[src/rtl/host_packet_parser.sv]
// ---------------------------------------------------------------------------
// host_packet_parser
//
// Front of the DA platform datapath. Parses the 16-bit host word stream into
// packets (dest, cmd, 24-bit length, payload, 32-bit checksum) and forwards
// the payload cut-through to the command or audio stream, selected by the
// command code. At the end of each packet a one-cycle status pulse reports
// the header fields and whether the checksum matched for a known command.
//
// Handshake (all streams): a word moves on a rising clk edge when
// enable && ready are both high. The producer holds data/enable until it
// moves, and ready may depend combinationally on the consumer.
//
// Ports:
//   clk, reset                 host clock, asynchronous active-high reset
//   in_data/in_enable/in_ready host word input stream
//   cmd_data/cmd_enable/cmd_ready  command payload output stream
//   aud_data/aud_enable/aud_ready  audio payload output stream
//   cur_dest                   destination of the packet in progress
//   pkt_done                   one-cycle end-of-packet pulse
//   pkt_ok                     checksum matched and command known
//   pkt_dest/pkt_cmd/pkt_length  header fields of the finished packet
//   dbg_state                  current parser state (observability)
// ---------------------------------------------------------------------------
module host_packet_parser #(
    parameter logic [7:0] CMD_FIFO_WRITE = 8'h20,
    parameter logic [7:0] AUD_FIFO_WRITE = 8'h10
) (
    input  logic        clk,
    input  logic        reset,
    input  logic [15:0] in_data,
    input  logic        in_enable,
    output logic        in_ready,
    output logic [15:0] cmd_data,
    output logic        cmd_enable,
    input  logic        cmd_ready,
    output logic [15:0] aud_data,
    output logic        aud_enable,
    input  logic        aud_ready,
    output logic [7:0]  cur_dest,
    output logic        pkt_done,
    output logic        pkt_ok,
    output logic [7:0]  pkt_dest,
    output logic [7:0]  pkt_cmd,
    output logic [23:0] pkt_length,
    output logic [2:0]  dbg_state
);

    typedef enum logic [2:0] {
        S_DEST   = 3'd0,
        S_CMD    = 3'd1,
        S_LEN_HI = 3'd2,
        S_LEN_LO = 3'd3,
        S_DATA   = 3'd4,
        S_CK_HI  = 3'd5,
        S_CK_LO  = 3'd6
    } state_t;

    state_t      r_state;
    state_t      w_state_next;

    // Header latches for the packet in progress; kept apart from the pkt_*
    // status registers so a following header cannot disturb a status pulse.
    logic [7:0]  r_dest;
    logic [7:0]  r_cmd;
    logic [7:0]  r_len_hi;
    logic [23:0] r_length;
    logic [23:0] r_count;
    logic [31:0] r_sum;
    logic [15:0] r_ck_hi;

    logic        r_pkt_done;
    logic        r_pkt_ok;
    logic [7:0]  r_pkt_dest;
    logic [7:0]  r_pkt_cmd;
    logic [23:0] r_pkt_length;

    logic        w_in_ready;
    logic        w_cmd_enable;
    logic        w_aud_enable;
    logic        w_xfer;
    logic        w_cmd_sel;
    logic        w_aud_sel;
    logic        w_known;
    logic [23:0] w_len_full;
    logic [31:0] w_ck_full;

    assign w_cmd_sel  = (r_cmd == CMD_FIFO_WRITE);
    assign w_aud_sel  = (r_cmd == AUD_FIFO_WRITE);
    assign w_known    = w_cmd_sel || w_aud_sel;
    assign w_len_full = {r_len_hi, in_data};
    assign w_ck_full  = {r_ck_hi, in_data};
    assign w_xfer     = in_enable && w_in_ready;

    // Next state and stream steering.
    always_comb begin
        w_state_next = r_state;
        w_in_ready   = 1'b1;
        w_cmd_enable = 1'b0;
        w_aud_enable = 1'b0;
        case (r_state)
            S_DEST:   if (in_enable) w_state_next = S_CMD;
            S_CMD:    if (in_enable) w_state_next = S_LEN_HI;
            S_LEN_HI: if (in_enable) w_state_next = S_LEN_LO;
            S_LEN_LO: begin
                if (in_enable) begin
                    w_state_next = (w_len_full == 24'd0) ? S_CK_HI : S_DATA;
                end
            end
            S_DATA: begin
                // Unknown commands drain at full rate with both enables low.
                if (w_cmd_sel) begin
                    w_cmd_enable = in_enable;
                    w_in_ready   = cmd_ready;
                end else if (w_aud_sel) begin
                    w_aud_enable = in_enable;
                    w_in_ready   = aud_ready;
                end
                // r_count holds the words still to come, so 1 means this is the last.
                if (in_enable && w_in_ready && (r_count == 24'd1)) begin
                    w_state_next = S_CK_HI;
                end
            end
            S_CK_HI:  if (in_enable) w_state_next = S_CK_LO;
            S_CK_LO:  if (in_enable) w_state_next = S_DEST;
            default:  w_state_next = S_DEST;
        endcase
        if (reset) begin
            w_in_ready   = 1'b0;
            w_cmd_enable = 1'b0;
            w_aud_enable = 1'b0;
        end
    end

    always_ff @(posedge clk or posedge reset) begin
        if (reset) begin
            r_state      <= S_DEST;
            r_dest       <= 8'd0;
            r_cmd        <= 8'd0;
            r_len_hi     <= 8'd0;
            r_length     <= 24'd0;
            r_count      <= 24'd0;
            r_sum        <= 32'd0;
            r_ck_hi      <= 16'd0;
            r_pkt_done   <= 1'b0;
            r_pkt_ok     <= 1'b0;
            r_pkt_dest   <= 8'd0;
            r_pkt_cmd    <= 8'd0;
            r_pkt_length <= 24'd0;
        end else begin
            r_state    <= w_state_next;
            r_pkt_done <= 1'b0;
            if (r_state == S_DEST) begin
                r_sum <= 32'd0;
            end
            if (w_xfer) begin
                case (r_state)
                    S_DEST:   r_dest   <= in_data[7:0];
                    S_CMD:    r_cmd    <= in_data[7:0];
                    S_LEN_HI: r_len_hi <= in_data[7:0];
                    S_LEN_LO: begin
                        r_length <= w_len_full;
                        r_count  <= w_len_full;
                    end
                    S_DATA: begin
                        r_sum   <= r_sum + {16'd0, in_data};
                        r_count <= r_count - 24'd1;
                    end
                    S_CK_HI:  r_ck_hi <= in_data;
                    S_CK_LO: begin
                        r_pkt_done   <= 1'b1;
                        r_pkt_ok     <= (w_ck_full == r_sum) && w_known;
                        r_pkt_dest   <= r_dest;
                        r_pkt_cmd    <= r_cmd;
                        r_pkt_length <= r_length;
                    end
                    default: ;
                endcase
            end
        end
    end

    assign in_ready   = w_in_ready;
    assign cmd_data   = in_data;
    assign cmd_enable = w_cmd_enable;
    assign aud_data   = in_data;
    assign aud_enable = w_aud_enable;
    assign cur_dest   = r_dest;
    assign pkt_done   = r_pkt_done;
    assign pkt_ok     = r_pkt_ok;
    assign pkt_dest   = r_pkt_dest;
    assign pkt_cmd    = r_pkt_cmd;
    assign pkt_length = r_pkt_length;
    assign dbg_state  = r_state;

endmodule

[config.mk]
export PLATFORM = sky130hd
export DESIGN_NAME = host_packet_parser
export DESIGN_NICKNAME = d
export VERILOG_FILES = /design/src/rtl/host_packet_parser.sv
export SDC_FILE = /design/constraint.sdc
export NUM_CORES = 1
export LEC_CHECK = 0
export CAP_MARGIN = 20
export CORE_UTILIZATION = 42
export DETAILED_ROUTE_END_ITERATION = 10
export PLACE_DENSITY_LB_ADDON = 0.3
export SETUP_SLACK_MARGIN = 0.2
export SLEW_MARGIN = 0
export SYNTH_ARGS = -nofsm -noshare
export SYNTH_HDL_FRONTEND = slang
export SYNTH_SLANG_ARGS = --single-unit
[constraint.sdc]
create_clock -name clk -period 7.5 [get_ports clk]
set_input_delay 1.5 -clock clk [delete_from_list [all_inputs] [get_ports clk]]
set_output_delay 1.5 -clock clk [all_outputs]
set_load 0.02 [all_outputs]
==> impl_metrics.ini, run 1 <==
[timing]
rsz0062_at_grt = false
worst_pin_slew_ps = 1070
finClkSkew_ps = 9.69
slew_viol_final = 0
slew_headroom_pct = 28.9
finalHoldViolCount = 0
fin_tns_setup_ps = 0
setup_viol = 0
period_minus_slack_ps = 4920
fmax_mhz = 203
whs_ps = 478
period_share_pct = 65.6

[die]
core-area_mm2 = 0.0197
fp.dieArea_mm2 = 0.0210
die_h_um = 145
initial_core_util_pct = 43.5
die_w_um = 145
io_pins = 109
row_count = 51

[synth]
yosys_warnings = 0
synth-edff-count = 0
synth_seq_area_share_pct = 48.2
synthArstFlopShare_pct = 100
synthAdderAreaFrac_pct = 2.86
synthesis.nets = 846
synth_area_leaders = dfrtp_1 (48%), mux2_2 (13%), a21oi_1 (3.3%)
synth.most_common_cell = dfrtp_1
ys_seq_elements = 165
synth_compound_area_share_pct = 12.5
synth_top_cell_area_share_pct = 48.2
synth_top_family_by_area = simple AND/OR/NAND/NOR gates
synth_xor_area_share_pct = 2.76
synth_commonest_cells = dfrtp_1 (165), mux2_2 (100), nand2_1 (63)
syn_inst = 806
yosys.area_share.simple_pct = 14.3
synth.distinct_cells = 64
synth_area_mm2 = 0.00857
synth.area.mux_share_pct = 14.1
synth-main-ff-cell = dfrtp_1
synth_area_per_cell_um2 = 10.6
synth_area_leader_cell = dfrtp_1

[place]
port_buffers = 108
dp_hpwl_mm = 14.5
routabilityCongestion = 0.873
place_area_mm2 = 0.00964

[setup_path]
worstRegToRegCells = 8
cp.depth = 4
crit_path_end_kind = output port
startpoint_type = input pin
path_buf_inv = 2
crit_top_cell = clkdlybuf4s50_1
path_delay_family = buffers and inverters
crit_required_ps = 6000
worstPathArrival_ps = 3420
crit_type = in2out
path_cells = clkdlybuf4s50_1, nand2b_1, nor4_1, clkdlybuf4s50_1
critPathMaxFanout = 7
slowest_stage = clkdlybuf4s50_1
critPathMaxStageDelay_ps = 650

[worst_hold_path]
hold_path_class = reg2reg
holdPathStages = 2

[cells_and_area]
nNetsFinal = 905
diodes = 0
syn_to_final_growth_pct = 19.0
drive_gt1_share_pct = 17.3
fillCellCount = 1769
design_area_mm2 = 0.0102

[global_routing]
grt_overflow = 0
grt_pass1_vias = 6006
antenna_found_initial = 1
grt_start_max_net_pins = 94
grtUsageTotal_pct = 21.5
grt_pass1_wl_mm = 33.7

[pwr]
peakVddDrop_uv = 203
p_leak_nw = 4.32
powerDensity_mw_per_mm2 = 355

[detailed_routing]
viasPerCell = 5.71
drc = 0
dr.pass1.iters = 5
drtIter0Drc = 375
ant_nets = 0
routed_wl_mm = 21.6
vias = 6528
routedWlPerCell_um = 18.9

[job]
cap_violations = 0

[clock_network]
clk_latency_ps = 440
htreeDepth = 4
postCtsSetupBuffers = 0
cts.clk_slew.worst_paths_ps = 70
clkSinkCount = 165
cts_buffers = 17
cts_root_buffer = clkbuf_16
cts_resized = 0
cts_tree = done
cts_max_path_buffers = 2
postCtsHoldBufs = 0

[status]
outcome = completed
==> where the power goes <==
group | switching (W) | internal (W) | total (W) | leakage (nW)
Combinational | 0.000687 | 0.000613 | 0.00130 | 1.91
Sequential | 0.000267 | 0.00121 | 0.00148 | 2.14
Clock | 0.000406 | 0.000437 | 0.000843 | 0.270
==> layout make-up <==
class	instances	area, µm²	share of cell area, %
multi-input combinational	556	4000	39.2
sequential	165	4130	40.5
tap	265	332	3.25
inverter	9	38.8	0.380
timing repair buffer	116	1140	11.2
clock inverter	15	140	1.37
clock buffer	17	425	4.17
==> worst min-delay path: stages (launching register included) <==
cell     delay, ps
dfrtp_1        340
nand2_1         50
o21ai_0         60
==> layer usage <==
layer / vias up / track usage [%] / share of wire, %
met5: - / 0 / 0.056
met4: 2 / 8.03 / 1.8
met3: 26 / 3.26 / 4.7
met2: 181 / 33.8 / 47
met1: 3265 / 29.9 / 46
li1: 3054 / - / -
==> logic make-up (layout without fill, tap and decap cells) <==
kind of cell    after synthesis  in the layout
fa+ha+maj                    19             19
mux                         108            108
compound gates              173            173
simple gates                229            229
flops                       165            165
buf+inv                      85            157
xor+xnor                     27             27
==> state kept, by name (all words and copies together) (netlist names), 3 cells and up <==
signal      flops
r_sum          32
pkt_length     24
r_count        24
r_length       24
r_ck_hi        16
cur_dest        8
pkt_cmd         8
pkt_dest        8
r_cmd           8
r_len_hi        8
dbg_state       3
==> final timing paths <==
check,startpoint,to,slack [ps]
setup / recovery,reset,aud_enable,2580
hold reg to reg,r_length[23],r_length[23],480
min in group asynchronous,reset,r_sum[12],1740
setup reg to reg,dbg_state[2],r_count[21],4650
max in group asynchronous,reset,r_sum[2],4270
hold / removal,r_length[23],r_length[23],480
==> metrics by stage <==
| step | std cells | total power [W] | util (%) | worst slack, ps |
|---|---|---|---|---|
| finish | 1143 | 0.00362 | 51.7 | 2580 |
| global route | 1143 | 0.00384 | 51.7 | 2460 |
| CTS | 1143 | 0.00363 | 51.7 | 2580 |
| detailed placement | 1111 | 0.00279 | 48.9 | 2580 |
| global placement | 1111 | 0.00275 | 48.9 | 2590 |
| floorplan | 806 | 0.00231 | - | 1540 |
==> layout by cell type, fill, tap and decap left out, types with 8 or more instances in the layout <==
cell               n
mux2i_1            8
xor2_1            21
nor4_1            20
nand2b_1          10
nand4_1            8
dfrtp_1          165
mux2_2           100
nand3_1           30
a21oi_1           56
clkbuf_16         17
nor3_1            16
inv_1              8
clkdlybuf4s50_1  108
o31ai_1            9
buf_4              8
nand2_1           63
nor2_1            30
o21ai_0           46
and3_1             8
or4_1             10
ha_1              18
No activity file was read; power rests on OpenSTA's default activity.
==> inputs of run 2 (changes only) <==
- clock period: 7.5 -> 4.6 ns (I/O delays scaled with it)
==> impl_metrics.ini, run 2 (same netlist as run 1, synthesis figures left out) <==
[clock_network]
clkSinkCount = 165
postCtsSetupBuffers = 0
postCtsHoldBufs = 0
htreeDepth = 4
cts_max_path_buffers = 2
clk_latency_ps = 420
cts_buffers = 17
cts_tree = done
cts_resized = 0
cts_root_buffer = clkbuf_16
cts.clk_slew.worst_paths_ps = 70

[timing]
worst_pin_slew_ps = 1110
finalHoldViolCount = 0
finClkSkew_ps = 8.23
rsz0062_at_grt = false
slew_headroom_pct = 25.9
fin_tns_setup_ps = 0
period_share_pct = 83.3
setup_viol = 0
period_minus_slack_ps = 3830
fmax_mhz = 261
slew_viol_final = 0

[setup_path]
cp.depth = 4
reg2reg_from = dbg_state[0]
worstRegToRegCells = 6
path_delay_family = buffers and inverters
critPathMaxStageDelay_ps = 670
worstPathArrival_ps = 2910
slowest_stage = clkdlybuf4s50_1
path_cells = clkdlybuf4s50_1, nand2b_1, nor4_1, clkdlybuf4s50_1
crit_type = in2out
endpoint = aud_enable
critPathMaxFanout = 7
crit_top_cell = clkdlybuf4s50_1
path_buf_inv = 2
critPathLaunch = reset
startpoint_type = input pin
crit_path_end_kind = output port
crit_required_ps = 3680
reg2reg_to = r_sum[24]
regToRegSetupSlack_ps = 1670

[global_routing]
grt_start_max_net_pins = 66
grt_pass1_wl_mm = 35.3
grt_overflow = 0
grtUsageTotal_pct = 22.7
grt_pass1_vias = 6248
antenna_found_initial = 0

[die]
die_h_um = 145
fp.dieArea_mm2 = 0.0210
die_w_um = 145
io_pins = 109
row_count = 51
initial_core_util_pct = 43.5
core-area_mm2 = 0.0197

[detailed_routing]
viasPerCell = 5.72
drc = 0
drtIter0Drc = 538
ant_nets = 0
routedWlPerCell_um = 19.7
vias = 6649
dr.pass1.iters = 5
routed_wl_mm = 22.9

[cells_and_area]
fillCellCount = 1728
nNetsFinal = 925
regMostFlops = r_sum
layout.cells.non_filler = 1163
diodes = 0
drive_gt1_share_pct = 19.2
syn_to_final_growth_pct = 21.5
final_util_pct = 52.8
largest_register_ffs = 32
layout_commonest_cell = dfrtp_1
final_cell_mix = dfrtp_1 (165), clkdlybuf4s50_1 (108), mux2_2 (100)

[job]
cap_violations = 0

[place]
dp_hpwl_mm = 16.2
place_inst = 1130
port_buffers = 108
routabilityCongestion = 0.897

[pwr]
powerDensity_mw_per_mm2 = 578
peakVddDrop_uv = 278
p_leak_nw = 4.44

[status]
outcome = completed

[worst_hold_path]
holdPathStages = 2
hold_path_class = reg2reg
[run 2: cell types whose count changed in the layout (fill, tap and decap cells not counted), moves of 2 or more]
| cell | before | now |
|---|---|---|
| inv_6 | 6 | 4 |
| clkinv_8 | 2 | 0 |
| buf_4 | 8 | 25 |
| clkinv_4 | 1 | 3 |
| buf_12 | 0 | 2 |
[run 2: metrics by stage]
step                      total power, W  setup slack [ps]  cell area (µm²)  hold WS, ps
after floorplan                  0.00377              1580             8570          444
after global placement           0.00454               845             9800          466
after detailed placement         0.00460               768             9800          469
after CTS                        0.00600               784            10400          484
after global routing             0.00636               626            10400          518
final                            0.00602               769            10400          481
[run 2: power breakdown]
| part | switching, W | internal, W | total (W) | leakage (nW) |
|---|---|---|---|---|
| sequential | 0.000454 | 0.00197 | 0.00243 | 2.14 |
| combinational | 0.00115 | 0.00104 | 0.00219 | 2.02 |
| clock | 0.000628 | 0.000775 | 0.00140 | 0.278 |
[run 2: worst min-delay path by stage]
| stage | start | end | slack (ps) |
|---|---|---|---|
| 6_report | r_length[23] | r_length[23] | 480 |
| 5_1_grt | r_length[0] | r_length[0] | 520 |
| 4_1_cts | r_length[23] | r_length[23] | 480 |
| 3_5_place_dp | r_length[23] | r_length[23] | 470 |
| 3_3_place_gp | r_length[23] | r_length[23] | 470 |
| 2_1_floorplan | r_length[0] | r_length[0] | 440 |
[run 2: cell type report]
cell class              instances  area (µm²)  share of cell area (%)
clock buffers                  18         439                    4.22
clock inverters                14         141                    1.36
inverters                       9        37.5                   0.361
multi-input cells             556        4000                    38.4
flip-flops and latches        165        4130                    39.7
well taps                     265         332                    3.18
repair buffers                136        1340                    12.8
[run 2: tightest hold or removal path, stage by stage, from the launching register on]
cell and delay (ps):
dfrtp_1 340, nand2_1 40, o21ai_0 60
[run 2: metal layers]
layer	up-vias	part of all wire, %	global-route usage [%]
li1	3097	-	-
met1	3307	45	31.3
met2	211	47	36.4
met3	34	5.4	4.18
met4	0	2.0	6.93
met5	-	0	0
